===== src/rtl/fg_dac_pkg.sv =====
// Shared constants for the waveform-generator DAC serializer: FSM state
// encodings, command nibble width and the default DAC command.
package fg_dac_pkg;

   localparam logic [1:0] ST_IDLE  = 2'd0;
   localparam logic [1:0] ST_SETUP = 2'd1;
   localparam logic [1:0] ST_SHIFT = 2'd2;
   localparam logic [1:0] ST_GAP   = 2'd3;

   localparam int         CMD_BITS        = 4;
   localparam logic [3:0] DAC_CMD_DEFAULT = 4'b0011;

   // Total bits clocked out per SPI frame: command nibble followed by the code.
   function automatic int frame_bits(input int dac_bitwidth);
      return CMD_BITS + dac_bitwidth;
   endfunction

endpackage


===== src/rtl/fg_sample_clamp.sv =====
// Offset add, saturation to the unsigned magnitude range and LSB truncation
// to the DAC code width. Purely combinational.
module fg_sample_clamp
   import fg_dac_pkg::*;
#(
   parameter int WAVEFORM_BITWIDTH = 16,
   parameter int DAC_BITWIDTH      = 12
)(
   input  logic signed [WAVEFORM_BITWIDTH:0]   sample,
   input  logic signed [WAVEFORM_BITWIDTH:0]   offset,
   output logic        [DAC_BITWIDTH-1:0]      code
);

   localparam int W = WAVEFORM_BITWIDTH;
   localparam int D = DAC_BITWIDTH;

   logic [W+1:0] sum;

   // Sign-extend both operands by one bit so the add cannot overflow; the sum
   // of two W+1 bit values spans [-2^(W+1), 2^(W+1)-2], so bit W+1 is the sign
   // and bit W flags a positive result above 2^W-1.
   always_comb begin
      sum = {sample[W], sample} + {offset[W], offset};
      if (sum[W+1]) begin
         code = '0;
      end else if (sum[W]) begin
         code = '1;
      end else begin
         code = sum[W-1 -: D];
      end
   end

   // Truncated LSBs are intentionally dropped.
   generate
      if (D < W) begin : g_trunc
         logic unused_lsbs;
         assign unused_lsbs = ^sum[W-D-1:0];
      end
   endgenerate

endmodule


===== src/rtl/fg_dac_spi_serializer.sv =====
// Downstream DAC stage of the waveform generator: offset/clamp each sample,
// hold it in a one-entry pending buffer and shift {command, code} out MSB-first
// to an SPI mode-0 DAC.
//
//   state    | meaning
//   ---------+-------------------------------------------------------------
//   ST_IDLE  | cs_n high, sclk low; loads the pending code when present
//   ST_SETUP | cs_n low, first bit on mosi, CLK_DIV cycles before first sclk
//   ST_SHIFT | sclk toggles every CLK_DIV cycles; mosi advances on falling edge
//   ST_GAP   | cs_n high for 2*CLK_DIV cycles (minimum CS high time)
module fg_dac_spi_serializer
   import fg_dac_pkg::*;
#(
   parameter int         WAVEFORM_BITWIDTH = 16,
   parameter int         DAC_BITWIDTH      = 12,
   parameter int         CLK_DIV           = 2,
   parameter logic [3:0] DAC_CMD           = DAC_CMD_DEFAULT
)(
   input  logic                                clk_i,
   input  logic                                rst_i,
   input  logic signed [WAVEFORM_BITWIDTH:0]   sample_i,
   input  logic                                sample_valid_i,
   input  logic signed [WAVEFORM_BITWIDTH:0]   offset_i,
   input  logic                                ovr_clr_i,
   output logic                                spi_sclk_o,
   output logic                                spi_mosi_o,
   output logic                                spi_cs_n_o,
   output logic                                busy_o,
   output logic                                overrun_o
);

   localparam int FRAME_BITS = frame_bits(DAC_BITWIDTH);
   localparam int EDGE_W     = $clog2(2*FRAME_BITS + 1);
   localparam int CNT_W      = $clog2(2*CLK_DIV) > 0 ? $clog2(2*CLK_DIV) : 1;

   localparam logic [CNT_W-1:0]  DIV_LAST  = CNT_W'(CLK_DIV - 1);
   localparam logic [CNT_W-1:0]  GAP_LAST  = CNT_W'(2*CLK_DIV - 1);
   localparam logic [EDGE_W-1:0] LAST_EDGE = EDGE_W'(2*FRAME_BITS - 1);

   logic [DAC_BITWIDTH-1:0] code;
   logic [DAC_BITWIDTH-1:0] pend_code;
   logic                    pend_valid;
   logic                    overrun;

   logic [1:0]              state;
   logic [CNT_W-1:0]        cnt;
   logic [EDGE_W-1:0]       edge_cnt;
   logic [FRAME_BITS-2:0]   shreg;
   logic                    sclk;
   logic                    mosi;
   logic                    cs_n;

   logic                    load;
   logic [FRAME_BITS-1:0]   load_frame;

   fg_sample_clamp #(
      .WAVEFORM_BITWIDTH (WAVEFORM_BITWIDTH),
      .DAC_BITWIDTH      (DAC_BITWIDTH)
   ) u_clamp (
      .sample (sample_i),
      .offset (offset_i),
      .code   (code)
   );

   assign load       = (state == ST_IDLE) && pend_valid;
   assign load_frame = {DAC_CMD, pend_code};

   // Pending buffer and sticky overrun; a new sample always wins over the
   // FSM consuming the buffer, and a sample on the load edge is not an overwrite.
   always_ff @(posedge clk_i) begin
      if (rst_i) begin
         pend_valid <= 1'b0;
         pend_code  <= '0;
         overrun    <= 1'b0;
      end else begin
         if (sample_valid_i) begin
            pend_code  <= code;
            pend_valid <= 1'b1;
         end else if (load) begin
            pend_valid <= 1'b0;
         end
         if (sample_valid_i && pend_valid && !load) begin
            overrun <= 1'b1;
         end else if (ovr_clr_i) begin
            overrun <= 1'b0;
         end
      end
   end

   // Frame sequencer: divider, SCLK edge counter, shift register and SPI pins.
   // The MSB goes straight to mosi at load, so shreg only holds the remainder.
   always_ff @(posedge clk_i) begin
      if (rst_i) begin
         state    <= ST_IDLE;
         cnt      <= '0;
         edge_cnt <= '0;
         shreg    <= '0;
         sclk     <= 1'b0;
         mosi     <= 1'b0;
         cs_n     <= 1'b1;
      end else begin
         case (state)
            ST_IDLE: begin
               cnt      <= '0;
               edge_cnt <= '0;
               sclk     <= 1'b0;
               if (load) begin
                  shreg <= load_frame[FRAME_BITS-2:0];
                  mosi  <= load_frame[FRAME_BITS-1];
                  cs_n  <= 1'b0;
                  state <= ST_SETUP;
               end
            end
            ST_SETUP: begin
               if (cnt == DIV_LAST) begin
                  cnt   <= '0;
                  state <= ST_SHIFT;
               end else begin
                  cnt <= cnt + CNT_W'(1);
               end
            end
            ST_SHIFT: begin
               if (cnt == DIV_LAST) begin
                  cnt      <= '0;
                  sclk     <= ~sclk;
                  edge_cnt <= edge_cnt + EDGE_W'(1);
                  if (sclk) begin
                     shreg <= {shreg[FRAME_BITS-3:0], 1'b0};
                     mosi  <= shreg[FRAME_BITS-2];
                     if (edge_cnt == LAST_EDGE) begin
                        cs_n  <= 1'b1;
                        mosi  <= 1'b0;
                        state <= ST_GAP;
                     end
                  end
               end else begin
                  cnt <= cnt + CNT_W'(1);
               end
            end
            ST_GAP: begin
               if (cnt == GAP_LAST) begin
                  cnt   <= '0;
                  state <= ST_IDLE;
               end else begin
                  cnt <= cnt + CNT_W'(1);
               end
            end
            default: begin
               state <= ST_IDLE;
            end
         endcase
      end
   end

   assign spi_sclk_o = sclk;
   assign spi_mosi_o = mosi;
   assign spi_cs_n_o = cs_n;
   assign busy_o     = (state != ST_IDLE);
   assign overrun_o  = overrun;

endmodule


===== config.mk =====
export PLATFORM = sky130hd
export DESIGN_NAME = fg_dac_spi_serializer
export DESIGN_NICKNAME = d
export VERILOG_FILES = /design/src/rtl/fg_dac_pkg.sv /design/src/rtl/fg_sample_clamp.sv /design/src/rtl/fg_dac_spi_serializer.sv
export SDC_FILE = /design/constraint.sdc
export NUM_CORES = 1
export LEC_CHECK = 0
export CAP_MARGIN = 20
export CORE_MARGIN = 1
export CORE_UTILIZATION = 50
export DETAILED_ROUTE_END_ITERATION = 10
export PLACE_DENSITY_LB_ADDON = 0.3
export SLEW_MARGIN = 10
export SYNTH_ARGS = -nofsm -noshare
export SYNTH_HDL_FRONTEND = slang
export SYNTH_SLANG_ARGS = --single-unit
export TNS_END_PERCENT = 5

===== constraint.sdc =====
create_clock -name clk_i -period 3.7 [get_ports clk_i]
set_input_delay 0.37 -clock clk_i [delete_from_list [all_inputs] [get_ports clk_i]]
set_output_delay 0.37 -clock clk_i [all_outputs]
set_load 0.01 [all_outputs]

==> impl_results.md, run 1 <==
- Status: complete, no violations
- Total of warnings raised by yosys: 0
- Sort of element at the end of the critical path: flip-flop
- Number of antenna violations at the first check in global routing: 0
- GPL Wtd Cong: 0.849
- Worst Setup Slack post-DPL: 0.876 ns
- Area inside the core boundary: 5140 um2
- Required time of the critical path: 3.89 ns
- Async set-or-reset flop fraction in the synthesized netlist: 0%
- Die boundary height: 75.4 um
- Maximum number of pins on one net before global-route repair: 30
- Unrepaired setup endpoints after global routing: false
- Critical path, cell by cell: clkdlybuf4s50_1 > ha_1 > a311o_1 > a31o_4 > a221oi_4 > o21ai_2 > o311a_2 > nor3_1 > o21ai_0
- Largest area contributor in the synthesized netlist: sky130_fd_sc_hd__dfxtp_1
- Source-to-sink clock delay at the later pin of the worst-skew pair: 0.30 ns
- DRT Pass-1 Iters: 4
- Number of top-level pins: 43
- Post-synth top area share: 31.2%
- Via count of the first global-routing pass: 2273
- Number of setup buffers added after CTS: 0
- Clock Tree Root: sky130_fd_sc_hd__clkbuf_8
- Arrival time worst endpoint: 2.69 ns
- Final instance count without filler cells: 432
- Transition at the pin with the smallest max-transition slack: 0.595 ns
- Number of enable flip-flop cells after synthesis: 0
- Aggregate routed wire length: 5550 um
- Count of endpoints failing setup in the final report: 0
- Sequential area share after synthesis: 31.2%
- Synthesized net count: 386
- Worst Path Class, Setup: in -> reg
- Post-DR vias/cell: 5.56
- Die extent in x: 75.4 um
- Peak ir drop on the vdd network: 0.286 mV
- Slowest CP cell: sky130_fd_sc_hd__a221oi_4
- Layout overhead on the synthesized area: 21.9%
- Min Tclk post-route: 2.50 ns
- IO buf count: 42
- DRC marker count from the first detailed-route iteration: 115
- CTS Buffer Depth: 2
- Total power divided by cell area: 527 nW/um2
- Net count of the finished layout: 423
- Aggregate global-route resource usage: 21.8%
- Placed wire-length estimate after detailed placement: 4240 um
- Routed wire per std cell: 12.8 um
- Total of hold buffers inserted after clock tree synthesis: 0
- Critical Path Start Type: input pin
- Number of remaining DRC errors: 0
- Clock slew seen by the registers of the worst setup and hold paths: 0.08 ns
- Row count: 26
- Largest stage delay on the critical path: 0.42 ns
- Max Clock Skew: 0.00828 ns
- Post-Place Cell Area: 3140 um2
- TritonCTS clock tree: built
- Final Instance Area: 3280 um2
- Max-slew violations: 0
- Worst Setup Slack, final: 1.20 ns
- Achievable Freq: 400 MHz
- Total grt overflow: 0
- First-pass GRT wire length: 9690 um
- Largest driver fanout on the critical path: 11
- Antenna diode instance count: 0
- Synthesized area: 2690 um2
- Yosys reg bits: 42
- Number of distinct library cell variants in the gate-level netlist after synthesis: 54
- Die outline area: 5690 um2
- Share of post-route cells with drive strength above 1: 8.01%
- Final count of hold timing violations: 0
- Synthesized instance count: 324
- H-Tree Depth: 2
- Avg Cell Area, Syn: 8.31 um2
- Total placed cells including tap cells: 423
- Total number of vias: 2402
- Fin Hold WS: 0.450 ns
- Clock sink total: 42
- Dominant synthesized flop cell: sky130_fd_sc_hd__dfxtp_1
- Min-Delay Path Class: reg -> reg
- Final setup TNS: 0 ns
- Final clock period utilization by the worst path: 67.6%
- Max_slew headroom: 60.3%
- Top cells by area, synth: sky130_fd_sc_hd__dfxtp_1 31%, sky130_fd_sc_hd__ha_1 11%, sky130_fd_sc_hd__nor2_1 5.9%
- Post-CTS resize count: 0
- Max-capacitance violation count: 0
- Static leakage power: 0.00124 uW
- Starting density of the core: 52.4%
- Number of buffers inserted during clock tree synthesis: 5
- Final antenna-violating net count: 0
==> Yosys cell counts, drive strengths merged, types with 5 or more instances <==
cell type	instances
or3	7
buf	10
mux2i	14
nand3	6
and3	7
nand2b	6
a21oi	23
nand2	27
nor2	42
xor2	5
ha	24
a31oi	5
inv	10
a211oi	15
o21ai	27
dfxtp	42
xnor2	6
clkbuf	5
==> per-stage QoR <==
step                      util (%)  total power (uW)
after detailed placement      61.0              1290
after global routing          63.9              1860
after floorplan                  -              1110
final                         63.9              1730
after global placement        61.0              1260
after CTS                     63.7              1720
==> metal layers <==
| metal | share of wire, % | up-vias | global-route usage, % |
|---|---|---|---|
| li1 | - | 1247 | - |
| met1 | 46 | 1104 | 25.4 |
| met2 | 50 | 45 | 41.3 |
| met3 | 2.9 | 6 | 3.17 |
| met4 | 1.3 | 0 | 6.17 |
| met5 | 0 | - | 0 |
==> worst paths after layout <==
path | slack [ns] | cells after the start | end | startpoint
min | 0.45 | 2 | pend_code[5]$_SDFFE_PP0P_ | pend_code[5]$_SDFFE_PP0P_
min reg2reg | 0.45 | 2 | pend_code[5]$_SDFFE_PP0P_ | pend_code[5]$_SDFFE_PP0P_
max reg2reg | 1.26 | 8 | shreg[9]$_SDFFE_PP0P_ | state[0]$_SDFFE_PP0P_
max | 1.20 | 9 | pend_code[10]$_SDFFE_PP0P_ | sample_i[1]
==> critical path, delay by kind of cell <==
family,cells,cell delay [ns]
adder cells (fa/ha/maj),1,0.30
buffers and inverters,1,0.40
AO/OA/AOI/OAI,6,1.41
AND/OR/NAND/NOR,1,0.20
==> cells in the final DEF (no fill, tap or decap), types with 2 or more instances in the layout <==
cell | netlist | layout
sky130_fd_sc_hd__and3_2 | 4 | 4
sky130_fd_sc_hd__and3_1 | 3 | 3
sky130_fd_sc_hd__a211oi_1 | 15 | 15
sky130_fd_sc_hd__nor2b_1 | 3 | 3
sky130_fd_sc_hd__nand4_1 | 3 | 3
sky130_fd_sc_hd__or2_2 | 2 | 2
sky130_fd_sc_hd__nand2_1 | 27 | 27
sky130_fd_sc_hd__nor3_1 | 3 | 3
sky130_fd_sc_hd__bufinv_16 | 0 | 2
sky130_fd_sc_hd__nand3b_1 | 2 | 2
sky130_fd_sc_hd__clkbuf_8 | 0 | 5
sky130_fd_sc_hd__nand3_1 | 6 | 6
sky130_fd_sc_hd__o21ai_0 | 22 | 22
sky130_fd_sc_hd__o21ai_2 | 2 | 2
sky130_fd_sc_hd__nor2_1 | 42 | 42
sky130_fd_sc_hd__nand2b_1 | 6 | 6
sky130_fd_sc_hd__a21o_1 | 2 | 2
sky130_fd_sc_hd__o21ai_1 | 3 | 3
sky130_fd_sc_hd__dfxtp_1 | 42 | 42
sky130_fd_sc_hd__or3_1 | 7 | 7
sky130_fd_sc_hd__a21o_2 | 2 | 2
sky130_fd_sc_hd__o21a_1 | 3 | 3
sky130_fd_sc_hd__a311o_1 | 2 | 2
sky130_fd_sc_hd__xnor2_1 | 6 | 6
sky130_fd_sc_hd__clkdlybuf4s50_1 | 0 | 42
sky130_fd_sc_hd__a31oi_1 | 5 | 5
sky130_fd_sc_hd__mux2i_1 | 14 | 14
sky130_fd_sc_hd__inv_1 | 10 | 10
sky130_fd_sc_hd__ha_1 | 24 | 24
sky130_fd_sc_hd__xor2_1 | 5 | 5
sky130_fd_sc_hd__buf_4 | 3 | 2
sky130_fd_sc_hd__a21oi_1 | 23 | 22
==> layout make-up <==
type	count	area, um2
clock buffer	5	68.8
clock inverter	3	68.8
fill	493	1860
inverter	10	37.5
multi-input combinational	257	1730
sequential	42	841
tap	70	87.6
timing repair buffer	45	447
==> state kept, by name (all words and copies together), names as in the netlist <==
| register | cells |
|---|---|
| cnt | 2 |
| pend_valid | 1 |
| spi_sclk_o | 1 |
| spi_mosi_o | 1 |
| shreg | 15 |
| edge_cnt | 6 |
| spi_cs_n_o | 1 |
| state | 2 |
| overrun_o | 1 |
| pend_code | 12 |
==> logic make-up (layout without fill, tap and decap cells) <==
kind of cell	Yosys count	count (layout)	synth area share, %
simple gates	114	114	20.5
flops	42	42	31.2
compound gates	94	94	23.8
mux	14	14	5.20
buf+inv	25	63	4.55
fa+ha+maj	24	24	11.1
xor+xnor	11	11	3.58
==> power breakdown <==
part / switching (uW) / internal, uW / leakage, uW
Combinational: 413 / 305 / 0.000832
Sequential: 45.0 / 532 / 0.000344
Clock: 164 / 270 / 0.0000683
Power figures use the tool's default switching activity.
==> inputs of run 2 (changes only) <==
CORE_UTILIZATION = 49   (was 50)
clock period = 2.25 ns   (was 3.7 ns; I/O delays follow)
==> run 2 against run 1 <==
- first-iteration DRC count increased by 23%
- routed wire length increased by 9.3%
- combinational power increased by 88%
- flip-flop and latch count unchanged
- clock skew decreased by 0.0018 ns
- critical endpoint is now pend_code[0]$_SDFFE_PP0P_
- largest power group unchanged
- highest routed layer unchanged
==> impl_results.md, run 2 (synthesis gave the netlist of run 1 again) <==
- Status: complete, no violations
- Area inside the core boundary: 5200 um2 (+1.3%)
- Register area: 841 um2 (unchanged)
- Maximum number of pins on one net before global-route repair: 16 (-47%)
- Clock slew seen by the registers of the worst setup and hold paths: 0.08 ns (about the same)
- Clock Tree Root: sky130_fd_sc_hd__clkbuf_8
- Most common library cell in the layout ignoring fill and taps: sky130_fd_sc_hd__buf_4
- Number of fill cells: 421 (-15%)
- Fin Hold WS: 0.453 ns (+0.00249 ns)
- Die extent in x: 76.1 um (+0.99%)
- Min-Delay Path Class: reg -> reg
- Share of post-route cells with drive strength above 1: 19.4% (+11 points)
- Hold path cells: 2 (unchanged)
- Post-DR vias/cell: 5.46 (-1.8%)
- Total number of vias: 2605 (+8.5%)
- Max_slew headroom: 59.1% (-1.2 points)
- Number of antenna violations at the first check in global routing: 0 (unchanged)
- Die outline area: 5800 um2 (+2.0%)
- Net switching fraction of the power: 38.1% (+2.1 points)
- Max Clock Skew: 0.00650 ns (-0.00178 ns)
- Net Switching: 1060 uW (+70%)
- Cell-internal power: 1720 uW (+55%)
- Worst Setup Slack post-DPL: -0.413 ns (-1.29 ns)
- Multi-input gate area: 1820 um2 (+4.8%)
- Final count of hold timing violations: 0 (unchanged)
- Clock network fraction of design power: 17.3% (-7.8 points)
- Origin of the worst setup path: sample_i[2]
- Antenna diode instance count: 0 (unchanged)
- Peak ir drop on the vdd network: 0.370 mV (+29%)
- Max-capacitance violation count: 0 (unchanged)
- Row count: 26 (unchanged)
- Required time of the critical path: 2.47 ns (-1.42 ns)
- Die boundary height: 76.1 um (+0.99%)
- TritonCTS clock tree: built
- Via count of the first global-routing pass: 2505 (+10%)
- Worst Path Class, Setup: in -> reg
- Registers with the most flip-flops: shreg: 15 flops, pend_code: 12 flops, edge_cnt: 6 flops
- CTS Buffer Depth: 2 (unchanged)
- Final clock period utilization by the worst path: 97.1%
- IO buf count: 42 (unchanged)
- Placed wire-length estimate after detailed placement: 4570 um (+7.9%)
- Largest driver fanout on the critical path: 6 (-5)
- Clock sink total: 42 (unchanged)
- Net count of the finished layout: 468 (+11%)
- Total power divided by cell area: 762 nW/um2 (+45%)
- Aggregate global-route resource usage: 21.9% (+0.069 points)
- First-pass GRT wire length: 10500 um (+8.7%)
- Beginning of the worst hold path: pend_code[7]$_SDFFE_PP0P_
- Sequential Power Share: 34.1% (+0.7 points)
- Flip-flop count of the largest register after layout: 15 (unchanged)
- DRT Pass-1 Iters: 5 (+1)
- Critical Path Start Type: input pin
- Achievable Freq: 458 MHz
- Layout overhead on the synthesized area: 35.4%
- Combinational power share: 48.6% (+7.1 points)
- Post-Route Utilization: 70.1% (+6.2 points)
- Launch point of the worst reg-to-reg path: state[0]$_SDFFE_PP0P_
- Hold-critical path endpoint: pend_code[7]$_SDFFE_PP0P_
- Number of remaining DRC errors: 0 (unchanged)
- Total grt overflow: 0 (unchanged)
- GPL Wtd Cong: 0.914 (+7.6%)
- Starting density of the core: 51.8% (-0.66 points)
- H-Tree Depth: 2 (unchanged)
- Number of buffers inserted during clock tree synthesis: 5 (unchanged)
- R2r worst-path depth: 8 (unchanged)
- Sort of element at the end of the critical path: flip-flop
- DRC marker count from the first detailed-route iteration: 141 (+23%)
- Top library cells by usage in the layout, fill and taps aside: 45 x sky130_fd_sc_hd__buf_4, 42 x sky130_fd_sc_hd__nor2_1, 42 x sky130_fd_sc_hd__dfxtp_1, 39 x sky130_fd_sc_hd__clkdlybuf4s50_1, 27 x sky130_fd_sc_hd__nand2_1
- Min Tclk post-route: 2.18 ns
- Count of endpoints failing setup in the final report: 0 (unchanged)
- Static leakage power: 0.00148 uW (+19%)
- Terminus of the critical flop-to-flop path: edge_cnt[5]$_SDFFE_PP0P_
- Transition at the pin with the smallest max-transition slack: 0.611 ns (+0.0160 ns)
- Slack of the worst reg-to-reg path: 0.35 ns (-0.91 ns)
- Register with the highest flop count: shreg
- Aggregate routed wire length: 6070 um (+9.3%)
- Source-to-sink clock delay at the later pin of the worst-skew pair: 0.30 ns (about the same)
- Worst Setup Slack, final: 0.0656 ns (-1.13 ns)
- Max-slew violations: 0 (unchanged)
- Arrival time worst endpoint: 2.41 ns (-0.28 ns)
- Routed wire per std cell: 12.7 um (-0.98%)
- Final antenna-violating net count: 0 (unchanged)
- Number of top-level pins: 43 (unchanged)
run 2: cell types whose count changed in the layout (fill, tap and decap cells not counted), sizes merged:
cell | previous run | this run
o311a | 1 | 2
dlymetal6s2s | 0 | 3
bufinv | 2 | 0
clkbuf | 5 | 6
buf | 3 | 46
or2 | 2 | 3
clkinv | 1 | 2
clkdlybuf4s50 | 42 | 39
run 2: area by class of cell:
type                       instances  area share (%)
clock buffer                       6            1.99
clock inverter                     2           0.377
inverter                          10            1.03
multi-input combinational        259            49.8
sequential                        42            23.1
tap                               70            2.40
timing repair buffer              88            21.3
run 2: routing by layer:
layer | vias up | track usage (%) | wire [um]
li1 | 1338 | - | -
met1 | 1184 | 25.5 | 2710
met2 | 73 | 40.5 | 3080
met3 | 10 | 3.35 | 186
met4 | 0 | 7.50 | 92
met5 | - | 0 | 0
run 2: critical path, cell delays in order:
cell and delay [ns]:
sky130_fd_sc_hd__clkdlybuf4s50_1 0.40, sky130_fd_sc_hd__ha_2 0.18, sky130_fd_sc_hd__a311o_1 0.35, sky130_fd_sc_hd__a31o_4 0.26, sky130_fd_sc_hd__a221oi_4 0.38, sky130_fd_sc_hd__buf_4 0.20, sky130_fd_sc_hd__o311a_4 0.23, sky130_fd_sc_hd__o21bai_4 0.07
sky130_fd_sc_hd__a21oi_2 0.11
run 2: worst max-delay path by stage:
stage,slack (ns),to
5_1_grt,-0.005,pend_code[0]$_SDFFE_PP0P_
2_1_floorplan,0.10,pend_code[6]$_SDFFE_PP0P_
4_1_cts,-0.001,pend_code[6]$_SDFFE_PP0P_
6_report,0.07,pend_code[0]$_SDFFE_PP0P_
3_3_place_gp,-0.33,pend_code[11]$_SDFFE_PP0P_
3_5_place_dp,-0.41,pend_code[11]$_SDFFE_PP0P_
run 2: timing repair:
action,in CTS,in global routing
hold buffers,0,0
setup buffers,0,1
resized for setup,3,19
gates cloned,0,2
pin swaps,1,14
setup endpoints to repair,12,12
run 2: per-stage QoR:
step           instance area, um2  instances  power, uW   TNS, ns
5_1_grt                      3650        477       2980  -0.00457
2_1_floorplan                2690        324       1830         0
3_5_place_dp                 3460        466       2260     -4.58
6_report                     3650        477       2780         0
3_3_place_gp                 3460        466       2230     -3.73
4_1_cts                      3560        474       2750  -0.00102
run 2: power groups by stage:
| stage | registers [uW] | clock network, uW | logic [uW] |
|---|---|---|---|
| floorplan | 947 | 0 | 882 |
| global placement | 957 | 0 | 1270 |
| detailed placement | 963 | 0 | 1300 |
| CTS | 947 | 494 | 1310 |
| global route | 963 | 520 | 1500 |
| finish | 946 | 481 | 1350 |
